[config.mk]
export PLATFORM = sky130hd
export DESIGN_NAME = hazard_stall_ctrl
export DESIGN_NICKNAME = d
export VERILOG_FILES = /design/src/rtl/core_ctrl_pkg.sv /design/src/rtl/hazard_stall_ctrl_sat_counter.sv /design/src/rtl/hazard_stall_ctrl.sv
export SDC_FILE = /design/constraint.sdc
export NUM_CORES = 1
export LEC_CHECK = 0
export BUFFER_PORTS_ARGS = -buffer_cell sky130_fd_sc_hd__buf_2
export CORE_AREA = 3 3 75 77
export CTS_CLUSTER_SIZE = 8
export DETAILED_ROUTE_END_ITERATION = 8
export DIE_AREA = 0 0 78 80
export GPL_TIMING_DRIVEN = 0
export PLACE_DENSITY = 0.83
export SLEW_MARGIN = 40
export SYNTH_ARGS = -nofsm -noshare
export SYNTH_HDL_FRONTEND = slang
export SYNTH_HIERARCHICAL = 1
export SYNTH_SLANG_ARGS = --single-unit
export TNS_END_PERCENT = 10
[constraint.sdc]
create_clock -name clk -period 1.82 [get_ports clk]
set_input_delay 0.091 -clock clk [delete_from_list [all_inputs] [get_ports clk]]
set_output_delay 0.091 -clock clk [all_outputs]
set_load 0.005 [all_outputs]
[src/rtl/core_ctrl_pkg.sv]
// Shared control definitions for the hazard controller and the EX forwarding unit.
package core_ctrl_pkg;

  typedef enum logic [0:0] {
    RUN      = 1'b0,
    MEM_WAIT = 1'b1
  } ctrl_state_t;

  localparam logic [1:0] FWD_NONE  = 2'b00;
  localparam logic [1:0] FWD_WB    = 2'b01;
  localparam logic [1:0] FWD_EXMEM = 2'b10;

  localparam logic [4:0] REG_ZERO = 5'd0;

  // A load in EX whose rd feeds a source of the ID instruction; x0 is never a dependency.
  function automatic logic load_use_hit(
    input logic       ex_memread,
    input logic [4:0] ex_rd,
    input logic [4:0] rs1,
    input logic [4:0] rs2,
    input logic       uses_rs2
  );
    return ex_memread && (ex_rd != REG_ZERO) &&
           ((ex_rd == rs1) || (uses_rs2 && (ex_rd == rs2)));
  endfunction

endpackage

[src/rtl/hazard_stall_ctrl_sat_counter.sv]
// Saturating up-counter: counts cycles with inc high, holds at all-ones.
// Synchronous active-low reset to zero.
module sat_counter #(
  parameter int W = 16
) (
  input  logic         clk,
  input  logic         rst_n,
  input  logic         inc,
  output logic [W-1:0] count
);

  always_ff @(posedge clk) begin
    if (!rst_n) begin
      count <= '0;
    end else if (inc && (count != {W{1'b1}})) begin
      count <= count + 1'b1;
    end
  end

endmodule

[src/rtl/hazard_stall_ctrl.sv]
// Pipeline sequencing: load-use stalls, taken-branch flushes and data-memory wait freezes.
// Control outputs are combinational from state and inputs; counters and timeout are registered.
module hazard_stall_ctrl
  import core_ctrl_pkg::*;
#(
  parameter int CNT_W    = 16,
  parameter int MAX_WAIT = 64,
  parameter int TW_W     = 8
) (
  input  logic             clk,
  input  logic             rst_n,
  input  logic [4:0]       id_rs1,
  input  logic [4:0]       id_rs2,
  input  logic             id_uses_rs2,
  input  logic             id_ex_memread,
  input  logic [4:0]       id_ex_rd,
  input  logic             ex_branch_taken,
  input  logic             mem_req,
  input  logic             mem_ready,
  output logic             pc_write,
  output logic             if_id_write,
  output logic             id_ex_bubble,
  output logic             if_id_flush,
  output logic             id_ex_flush,
  output logic             pipe_hold,
  output logic             mem_timeout,
  output logic [CNT_W-1:0] stall_count,
  output logic [CNT_W-1:0] flush_count
);

  localparam logic [TW_W-1:0] MAX_WAIT_C = TW_W'(MAX_WAIT);

  ctrl_state_t     state;
  logic [TW_W-1:0] wait_cnt;
  logic [TW_W-1:0] wait_nxt;
  logic            load_use;
  logic            freeze;

  assign load_use = load_use_hit(id_ex_memread, id_ex_rd, id_rs1, id_rs2, id_uses_rs2);

  // The cycle that starts a wait is already frozen, as is the ready cycle ending it.
  assign freeze = (state == MEM_WAIT) || (mem_req && !mem_ready);

  assign wait_nxt = (wait_cnt == {TW_W{1'b1}}) ? wait_cnt : wait_cnt + 1'b1;

  always_comb begin
    pc_write     = 1'b1;
    if_id_write  = 1'b1;
    id_ex_bubble = 1'b0;
    if_id_flush  = 1'b0;
    id_ex_flush  = 1'b0;
    pipe_hold    = 1'b0;
    if (freeze) begin
      // A taken branch stays parked in EX and flushes once the freeze lifts.
      pc_write    = 1'b0;
      if_id_write = 1'b0;
      pipe_hold   = 1'b1;
    end else if (ex_branch_taken) begin
      if_id_flush = 1'b1;
      id_ex_flush = 1'b1;
    end else if (load_use) begin
      pc_write     = 1'b0;
      if_id_write  = 1'b0;
      id_ex_bubble = 1'b1;
    end
  end

  always_ff @(posedge clk) begin
    if (!rst_n) begin
      state       <= RUN;
      wait_cnt    <= '0;
      mem_timeout <= 1'b0;
    end else begin
      case (state)
        RUN: begin
          wait_cnt <= '0;
          if (mem_req && !mem_ready) begin
            state <= MEM_WAIT;
          end
        end
        MEM_WAIT: begin
          if (mem_ready) begin
            state    <= RUN;
            wait_cnt <= '0;
          end else begin
            wait_cnt <= wait_nxt;
            if (wait_nxt == MAX_WAIT_C) begin
              mem_timeout <= 1'b1;
            end
          end
        end
        default: begin
          state    <= RUN;
          wait_cnt <= '0;
        end
      endcase
    end
  end

  sat_counter #(.W(CNT_W)) u_stall_cnt (
    .clk   (clk),
    .rst_n (rst_n),
    .inc   (!pc_write),
    .count (stall_count)
  );

  sat_counter #(.W(CNT_W)) u_flush_cnt (
    .clk   (clk),
    .rst_n (rst_n),
    .inc   (if_id_flush),
    .count (flush_count)
  );

endmodule

==> results_dict.tcl <==
set metrics [dict create \
    endpoint "u_flush_cnt/count[3]$_SDFFE_PN0P_" \
    avgViaCountPerCell 5.68 \
    overflow 0 \
    p_leak_uw 0.00119 \
    grt_pass1_vias 2048 \
    syn_area_per_cell_um2 8.59 \
    place.gp.congestion 0.840 \
    worstReg2RegStart "state$_SDFF_PN0_" \
    io_buffers 60 \
    antenna_found_initial 0 \
    drive_above_1_share 0.297 \
    worstSetupStartpoint "state$_SDFF_PN0_" \
    fin_util 0.589 \
    fillCellCount 467 \
    path_class "register to register" \
    hpwl_mm 4.20 \
    skew_ns 0.0107 \
    diodes 0 \
    avgRoutedWirePerCell_um 13.7 \
    grt_setup_unrepaired "false" \
    synth_area_um2 2410 \
    cp.required_ns 2.06 \
    start_kind "register" \
    nNetsFinal 377 \
    grt_usage 0.176 \
    synth_fp_nets 305 \
    area_growth_pct 24.1 \
    grt_pass1_wl_mm 9.04 \
    clock_latency_ns 0.30 \
    yosysSeqAreaShare 0.349 \
    worstMarginPinSlew_ns 0.572 \
    ys.flop_type "dfxtp_1" \
    end_kind "register" \
    htreeDepth 2 \
    place_area_um2 2800 \
    timing.rr.end "u_flush_cnt/count[3]$_SDFFE_PN0P_" \
    routed_wl_mm 5.79 \
    core_area_um2 5070 \
    reg2reg_slack_ns 0.11 \
    die_h_um 80 \
    die_w_um 78 \
    maxSlewViolCount 0 \
    synth_edf_count 0 \
    cts-root-buf "clkbuf_8" \
    critPathMaxFanout 6 \
    numCtsBuffers 5 \
    cts_num_sinks 42 \
    initial_core_util 0.474 \
    drc 0 \
    maxCapViolCount 0 \
    yosys_warnings 6 \
    grt_max_degree 17 \
    drt_pre_antenna_iters 4 \
    setup_viol 0 \
    finalInstanceArea_um2 2990 \
    syn_inst 280 \
    power.density_nw_per_um2 568 \
    clockBufferDepth 2 \
    hold_viol 0 \
    slew_headroom 0.614 \
    mostFrequentLayoutCell "buf_2" \
    cts_hold_buf 0 \
    path_clk_slew_ns 0.09 \
    r2r_cells 7 \
    multi_input_area_um2 1510 \
    most-common-layout-cells "buf_2 (60), dfxtp_1 (41), nand2_1 (25)" \
    final.min_clock_period_ns 1.71 \
    vias 2402 \
    fmax_ghz 0.583 \
    async_flop_share 0 \
    ys_ff_latch 42 \
    die_area_um2 6240 \
    arrival_ns 1.95 \
    tritoncts "yes" \
    io_pins 61 \
    min_path_type "primary input to register" \
    finalPower_uw 1700 \
    dr.first_iter.drc_count 97 \
    synth_cell_types 52 \
    row_count 26 \
    ant_nets 0 \
    setup_tns_ns 0 \
    min_period_over_period 0.942 \
    status "complete, no violations" \
    vdd_drop_max_mv 0.346 \
    seqCellArea_um2 842 \
]
## metal layers
metal / up-vias / GRT usage / part of all wire
met2: 56 / 0.317 / 0.51
met3: 10 / 0.0282 / 0.042
met5: - / 0 / 0
li1: 1201 / - / -
met1: 1135 / 0.208 / 0.44
met4: 0 / 0.0664 / 0.017
## cell families after synthesis
logic type / after synthesis / synth area share
XOR/XNOR: 16 / 0.0582
adder cells (fa/ha/maj): 3 / 0.0156
multiplexers: 7 / 0.0291
flip-flops: 42 / 0.349
AND/OR/NAND/NOR: 131 / 0.332
AO/OA/AOI/OAI: 61 / 0.165
buffers and inverters: 20 / 0.0499
## cell type report
type / count / share of cell area
Clock buffer: 5 / 0.0230
Sequential cell: 42 / 0.282
Tap cell: 70 / 0.0293
Clock inverter: 3 / 0.00712
Inverter: 11 / 0.0138
Buffer: 9 / 0.0276
Multi-Input combinational cell: 218 / 0.504
Timing Repair Buffer: 65 / 0.113
## registers in the layout, summed over array words and instances (netlist names)
signal / flops
mem_timeout: 1
u_flush_cnt/count: 16
wait_cnt: 8
state: 1
u_stall_cnt/count: 16
## how the worst min path moves through the flow
stage | from | end | depth (start not counted)
global route | mem_req | state$_SDFF_PN0_ | 2
finish | mem_req | state$_SDFF_PN0_ | 2
floorplan | rst_n | u_flush_cnt/count[10]$_SDFFE_PN0P_ | 1
detailed placement | mem_req | state$_SDFF_PN0_ | 2
global placement | mem_req | state$_SDFF_PN0_ | 2
CTS | mem_req | state$_SDFF_PN0_ | 2
## where the power goes
group	switching, uW	total [uW]	internal [uW]
Sequential	10.9	937	927
Clock	338	608	270
Combinational	78.1	151	72.5
## critical path: stages (launching register included)
cell and delay [ns]:
dfxtp_2 0.35, a21oi_2 0.17, inv_2 0.08, nor2_4 0.20, buf_4 0.15, inv_1 0.06
or4_1 0.49, a21oi_1 0.14
## Yosys cell counts (5+ instances only)
cell      n  area [um2]
or4_1    11        82.6
xnor2_1  14         123
a21oi_1  22         110
dfxtp_1  42         841
nand3_1  16        80.1
mux2i_1   7        70.1
inv_1    11        41.3
nor3_1    5        25.0
nor2_1   19        71.3
and4_1    6        52.6
nand2_1  28         105
nor4_1    6        37.5
nand4_1   8        50.1
o31ai_1  10        75.1
o21ai_0   8        40.0
## metrics by stage
stage,setup WS [ns],std cells,hold WS [ns]
6_report,0.105,423,0.0659
5_1_grt,0.0179,423,0.0607
4_1_cts,0.00554,418,0.0518
3_5_place_dp,-0.332,410,0.358
3_3_place_gp,-0.271,410,0.350
2_1_floorplan,0.0940,280,0.224
## timing repair
item,CTS,global route
cloned,0,0
setup buffers,0,5
pin swaps,0,4
gates resized for setup,5,12
setup endpoints to repair,21,30
Note: power is estimated with default switching activity, not from simulation.
